File: config.mk
export PLATFORM = sky130hd
export DESIGN_NAME = uart_dec_reader
export DESIGN_NICKNAME = d
export VERILOG_FILES = /design/src/rtl/uart_dec_reader.sv
export SDC_FILE = /design/constraint.sdc
export NUM_CORES = 1
export LEC_CHECK = 0
export BUFFER_PORTS_ARGS = -buffer_cell sky130_fd_sc_hd__buf_4
export CAP_MARGIN = 20
export CORE_ASPECT_RATIO = 1.25
export CORE_MARGIN = 2
export CORE_UTILIZATION = 55
export CTS_CLUSTER_DIAMETER = 100
export DETAILED_ROUTE_END_ITERATION = 8
export PLACE_DENSITY = 0.78
export SYNTH_ARGS = -nofsm -noshare
export SYNTH_HDL_FRONTEND = slang
export SYNTH_SLANG_ARGS = --single-unit
File: constraint.sdc
create_clock -name clk -period 8.2 [get_ports clk]
set_clock_uncertainty 0.2 [all_clocks]
set_input_delay 0 -clock clk [delete_from_list [all_inputs] [get_ports clk]]
set_output_delay 0 -clock clk [all_outputs]
set_load 0.1 [all_outputs]
File: src/rtl/uart_dec_reader.sv
// ============================================================================
// Module   : uart_dec_reader
// Brief    : Reads a decimal number from UART bytes, echoes digits and CR/LF.
// Revision : 1.0 - initial release
// ============================================================================
`default_nettype none

module uart_dec_reader #(
    parameter int WIDTH      = 16,
    parameter int MAX_DIGITS = 5
) (
    input  logic             clk,
    input  logic             reset_n,
    input  logic             start,
    input  logic             rx_valid,
    input  logic [7:0]       rx_byte,
    input  logic             echo_ready,
    output logic             echo_valid,
    output logic [7:0]       echo_byte,
    output logic             busy,
    output logic             num_valid,
    output logic [WIDTH-1:0] num,
    output logic             overflow
);

    localparam int CNT_W = $clog2(MAX_DIGITS + 1);

    localparam logic [2:0] S_IDLE     = 3'd0;
    localparam logic [2:0] S_READ     = 3'd1;
    localparam logic [2:0] S_ECHO_DIG = 3'd2;
    localparam logic [2:0] S_ECHO_CR  = 3'd3;
    localparam logic [2:0] S_ECHO_LF  = 3'd4;
    localparam logic [2:0] S_DONE     = 3'd5;

    localparam logic [CNT_W-1:0] c_MAX_CNT = CNT_W'(MAX_DIGITS);
    localparam logic [7:0]       c_CR      = 8'h0D;
    localparam logic [7:0]       c_LF      = 8'h0A;

    logic [2:0]       r_state;
    logic [CNT_W-1:0] r_cnt;
    logic [WIDTH-1:0] r_num;
    logic [7:0]       r_echo_byte;
    logic             r_overflow;
    logic             r_busy;
    logic             r_echo_valid;
    logic             r_num_valid;

    logic [2:0]       w_next_state;
    logic             w_is_digit;
    logic             w_accept_digit;
    logic             w_accept_cr;
    logic [WIDTH+3:0] w_prod;
    logic             w_sat;

    assign w_is_digit     = (rx_byte >= 8'h30) && (rx_byte <= 8'h39);
    assign w_accept_digit = (r_state == S_READ) && rx_valid && w_is_digit && (r_cnt < c_MAX_CNT);
    assign w_accept_cr    = (r_state == S_READ) && rx_valid && (rx_byte == c_CR) && (r_cnt != '0);

    // num*10 + digit, four guard bits so saturation is detectable
    assign w_prod = ({4'b0, r_num} << 3) + ({4'b0, r_num} << 1) + (WIDTH+4)'(rx_byte[3:0]);
    assign w_sat  = |w_prod[WIDTH+3:WIDTH];

    always_comb begin
        w_next_state = r_state;
        case (r_state)
            S_IDLE:     if (start) w_next_state = S_READ;
            S_READ: begin
                if (w_accept_digit)   w_next_state = S_ECHO_DIG;
                else if (w_accept_cr) w_next_state = S_ECHO_CR;
            end
            S_ECHO_DIG: if (echo_ready) w_next_state = S_READ;
            S_ECHO_CR:  if (echo_ready) w_next_state = S_ECHO_LF;
            S_ECHO_LF:  if (echo_ready) w_next_state = S_DONE;
            S_DONE:     w_next_state = S_IDLE;
            default:    w_next_state = S_IDLE;
        endcase
    end

    always_ff @(posedge clk or negedge reset_n) begin
        if (!reset_n) begin
            r_state      <= S_IDLE;
            r_cnt        <= '0;
            r_num        <= '0;
            r_echo_byte  <= 8'h00;
            r_overflow   <= 1'b0;
            r_busy       <= 1'b0;
            r_echo_valid <= 1'b0;
            r_num_valid  <= 1'b0;
        end else begin
            r_state      <= w_next_state;
            r_busy       <= (w_next_state != S_IDLE);
            r_echo_valid <= (w_next_state == S_ECHO_DIG) || (w_next_state == S_ECHO_CR) ||
                            (w_next_state == S_ECHO_LF);
            r_num_valid  <= (w_next_state == S_DONE);

            if ((r_state == S_IDLE) && start) begin
                r_num      <= '0;
                r_overflow <= 1'b0;
                r_cnt      <= '0;
            end

            if (w_accept_digit) begin
                r_num       <= w_sat ? {WIDTH{1'b1}} : w_prod[WIDTH-1:0];
                r_overflow  <= r_overflow | w_sat;
                r_cnt       <= r_cnt + 1'b1;
                r_echo_byte <= rx_byte;
            end

            if (w_accept_cr)
                r_echo_byte <= c_CR;

            if ((r_state == S_ECHO_CR) && echo_ready)
                r_echo_byte <= c_LF;
        end
    end

    assign echo_valid = r_echo_valid;
    assign echo_byte  = r_echo_byte;
    assign busy       = r_busy;
    assign num_valid  = r_num_valid;
    assign num        = r_num;
    assign overflow   = r_overflow;

endmodule

`default_nettype wire
Word level (Yosys, flattened, before mapping)
Index checks and enable logic that the tools add are counted.

Register bits: 34. Bits of input ports: 13. Output and inout port bits: 28.

$add $sub $neg: 3. $lt $le $gt $ge: 3. Equality and inequality tests: 9. Mux-type cells: 17. Bitwise operators: 1. Reduce and logical (&&, ||, !) cells: 16.

Operators with widths (count): 16-bit 2-to-1 mux (3); 3-bit 2-to-1 mux (8); 8-bit 2-to-1 mux (3); 19-bit by 17-bit adder with 20-bit output (1); 20-bit by 4-bit adder with 20-bit output (1); 3-bit one-hot mux with 5 select lines (1); 3-bit by 2-bit equality test with 1-bit output, second input constant (4); 3-bit equality test, second input constant (3); 3-bit nonzero test (3); 8-bit by 4-bit equality test with 1-bit output, second input constant (1); 8-bit by 6-bit >= comparator with 1-bit output, second input constant (1); 8-bit by 6-bit less-or-equal comparator with 1-bit output, second input constant (1); 1-bit logical AND (8); 4-bit OR reduction (1); 3-bit by 1-bit adder with 3-bit output, second input constant (1); 3-bit by 1-bit equality test with 1-bit output, second input constant (1); 3-bit logical NOT (1); 3-bit < comparator, second input constant (1); 1-bit logical OR (2); 1-bit 2-to-1 mux (2); 2-bit nonzero test (1); 1-bit OR (1).

Depth between registers and ports, before layout
Word-level depth: 10. Mapped depth: 11. Mapped depth without buffers: 10.

Worst setup path after synthesis
OpenSTA, ideal clock, no wires.

Path kind: register to register. Start point: register r_num[0] (netlist: num[0]). End point: register r_num[11] (netlist: num[11]). Arrival time: 3721 ps. Slack: 4138 ps. Cell stages (with the launch flop): 11. Path buffers: 1. Clock period less this slack: 4062 ps. Cell sequence: dfrtp_1 fa_1 fa_1 a211o_1 a211oi_2 nor2_1 o41ai_4 xnor2_1 nor4_4 buf_6 a31oi_1.

Word-level cells in the longest chain between the ends: 5.

RTL lines: start, declared (line 41) `logic [WIDTH-1:0] r_num;`; start signal, assigned (line 103) `r_num <= w_sat ? {WIDTH{1'b1}} : w_prod[WIDTH-1:0];`; 19-bit by 17-bit adder with 20-bit output * (line 60) `assign w_prod = ({4'b0, r_num} << 3) + ({4'b0, r_num} << 1) + (WIDTH+4)'(rx_byte[3:0]);`; 20-bit by 4-bit adder with 20-bit output * (line 60); 4-bit OR reduction (line 61) `assign w_sat = |w_prod[WIDTH+3:WIDTH];`; 16-bit 2-to-1 mux * (line 103); 16-bit 2-to-1 mux * (line 102) `if (w_accept_digit) begin`.

Mark *: on every way between the ends. The rest lies on a longest branch, timed or not. A chain may end at the register's enable or synchronous reset.

Final worst setup path
Start point: register r_num[0] (netlist: num[0]). End point: register r_num[4] (netlist: num[4]).

The elaborated chain is that of the path after synthesis.

==> flow_summary.yaml <==
clock_network:
  htree_levels: 2
  cts_resized: 0
  cts_tree: "yes"
  max-clock-path-buffers: 2
  cts_root_buf: "clkbuf_8"
  insertion_delay_ps: 280
  clkSlewWorstSetupHoldPaths_ps: 60
  cts.sinks: 34
  cts_buffers: 5
setup_path:
  arrival_ps: 3850
  crit_fanout: 17
  crit_family: "compound AO/OA/AOI/OAI gates"
  ff2ff_setup_slack_ps: 4270
  crit_type: "flop to flop"
  cp-start-kind: "flop"
  cpPeakStageDelay_ps: 820
  crit_path_frequent_cell: "fa_1"
  path_cells: "fa_1 > fa_1 > a211o_1 > a211oi_2 > nor2_1 > o41ai_4 > xnor2_1 > nor4_4 > a31oi_1"
  critPathCaptureType: "flop"
  worst-path-buf-inv: 0
  cp_slowest_cell: "nor4_4"
  cp.required_ps: 8120
routing:
  routedWlPerCell_um: 14.9
  drt_iter0_drc: 114
  vias: 2142
  drtAntennaViolNets: 0
  routed_wirelength_um: 5490
  via_per_inst: 5.82
  dr.pass1.iters: 4
  drc_errors: 0
global_routing:
  grt_use_met3_pct: 3.26
  gr-total-overflow: 0
  antenna_found_initial: 0
  met1_usage_pct: 32.0
  grt_busiest_layer: "met2"
  grt_pass1_vias: 1988
  grtUsageTotal_pct: 23.4
  grt_util_met2_pct: 37.6
  grt_max_degree: 38
  grt_pass1_wl_um: 9260
finish:
  regArea_um2: 851
  areaGrowthSynthToFinish_pct: 21.3
  fillers: 357
  n_antenna_cell: 0
  drive_above_1_share_pct: 16.8
  final_cells: 368
  finalNetCount: 357
  multi_input_comb_area_um2: 1550
timing:
  rsz0062_at_grt: "false"
  worstMarginPinSlew_ps: 915
  period_share_pct: 47.9
  post-route-min-period_ps: 3930
  timing.setup.tns_ps: 0
  fmax_ghz: 0.254
  whs_ps: -2.25
  hold_viol: 3
  drv_slew: 0
  setup_violations: 0
  timing.slew.headroom_pct: 38.5
placed_design:
  place_hpwl_um: 4040
  placed_cells: 349
  port_buffers: 40
  gp_congestion: 0.899
floorplanning:
  start_util_pct: 56.8
  placementRows: 27
  die_h_um: 79.0
  core_um2: 4360
  dieArea_um2: 5060
  io_pins: 41
  die_width_um: 64.0
synthesis:
  synth_seq_cells: 34
  synth_warnings: 0
  avgSynthCellArea_um2: 9.45
  synthesis.area_um2: 2480
  synth_cells: 262
  synth-seq-area-share_pct: 34.4
  async_reset_ff_share_pct: 100
  netlist-cell-type-count: 45
  syn-num-nets: 310
  ys.flop_type: "dfrtp_1"
  synth-edff-count: 0
status:
  outcome: "finished, violations left"
  violations: "hold timing"
run:
  maxCapViolations: 0
worst_hold_path:
  hp-class: "primary input to asynchronous set/reset pin"
## cell usage after synthesis (5+ instances only)
cell type	number	area, um2
a21o_1	8	60.1
a21oi_1	31	155
a31oi_1	17	106
and3_1	8	50.1
clkbuf_1	8	30.0
dfrtp_1	34	851
ha_1	33	413
inv_1	5	18.8
nand2_1	24	90.1
nand3_1	6	30.0
nor2_1	11	41.3
o211ai_1	6	45.0
o21ai_0	12	60.1
xnor2_1	9	78.8
xor2_1	7	61.3
## registers in the layout (all words and copies together), names as in the netlist
| register | flops |
|---|---|
| num | 16 |
| r_state | 3 |
| busy | 1 |
| overflow | 1 |
| r_cnt | 3 |
| echo_valid | 1 |
| echo_byte | 8 |
| num_valid | 1 |
## repair_timing
item,CTS,global route
endpoints found under the hold margin,45,0
setup endpoints to repair,0,0
buffers inserted,0,0
hold buffers,11,0
## cell families after synthesis
| logic type | after synthesis | share of synthesized area [%] |
|---|---|---|
| AOI/OAI and AO/OA | 96 | 25.5 |
| and+or+nand+nor | 64 | 13.2 |
| adders and majority gates | 35 | 18.3 |
| DFF | 34 | 34.4 |
| buffers and inverters | 17 | 2.98 |
| xor gates and xnor gates | 16 | 5.66 |
## area by class of cell
cell class              count  area share [%]
clock buffers               7            2.88
clock inverters             1           0.167
inverters                   5           0.625
multi-input cells         211            51.7
flip-flops and latches     34            28.3
well taps                  58            2.42
repair buffers             52            13.9
## layout by cell type (no fill, tap or decap), drive strengths merged, types with 6 or more instances in the layout
cell         count
dlygate4sd3     11
ha              33
xor2             7
a21o             8
o211ai           6
buf             41
nand2           24
xnor2            9
a31oi           17
and3             8
a21oi           31
nand3            6
clkbuf           7
dfrtp           34
nor2            11
o21ai           13
## metrics by stage
step                util (%)  worst slack [ps]  instance area (um2)  hold slack [ps]
floorplan                  -              4140                 2480             -496
global placement        64.3              4370                 2800             -234
detailed placement      64.3              4280                 2800             -231
CTS                     68.9              4260                 3000             8.63
global route            68.9              4030                 3000             48.2
finish                  68.9              4270                 3000            -2.25
## metal layers
metal / routed length (um) / vias up
met1: 2560 / 1011
met3: 180 / 7
li1: - / 1076
met2: 2660 / 48
met5: 0 / -
met4: 90 / 0
## path summary, 6_finish.rpt
path	endpoint	cells past startpoint	startpoint
min in group clk	echo_byte[5]	4	rx_byte[4]
min	echo_valid	2	reset_n
min reg2reg	overflow	2	overflow
max reg2reg	num[4]	9	num[0]
max	num[4]	9	num[0]
max in group asynchronous	num[7]	2	reset_n
Power is not shown: default switching activity piles up to over one toggle a cycle in this logic, so the estimate is an artifact.
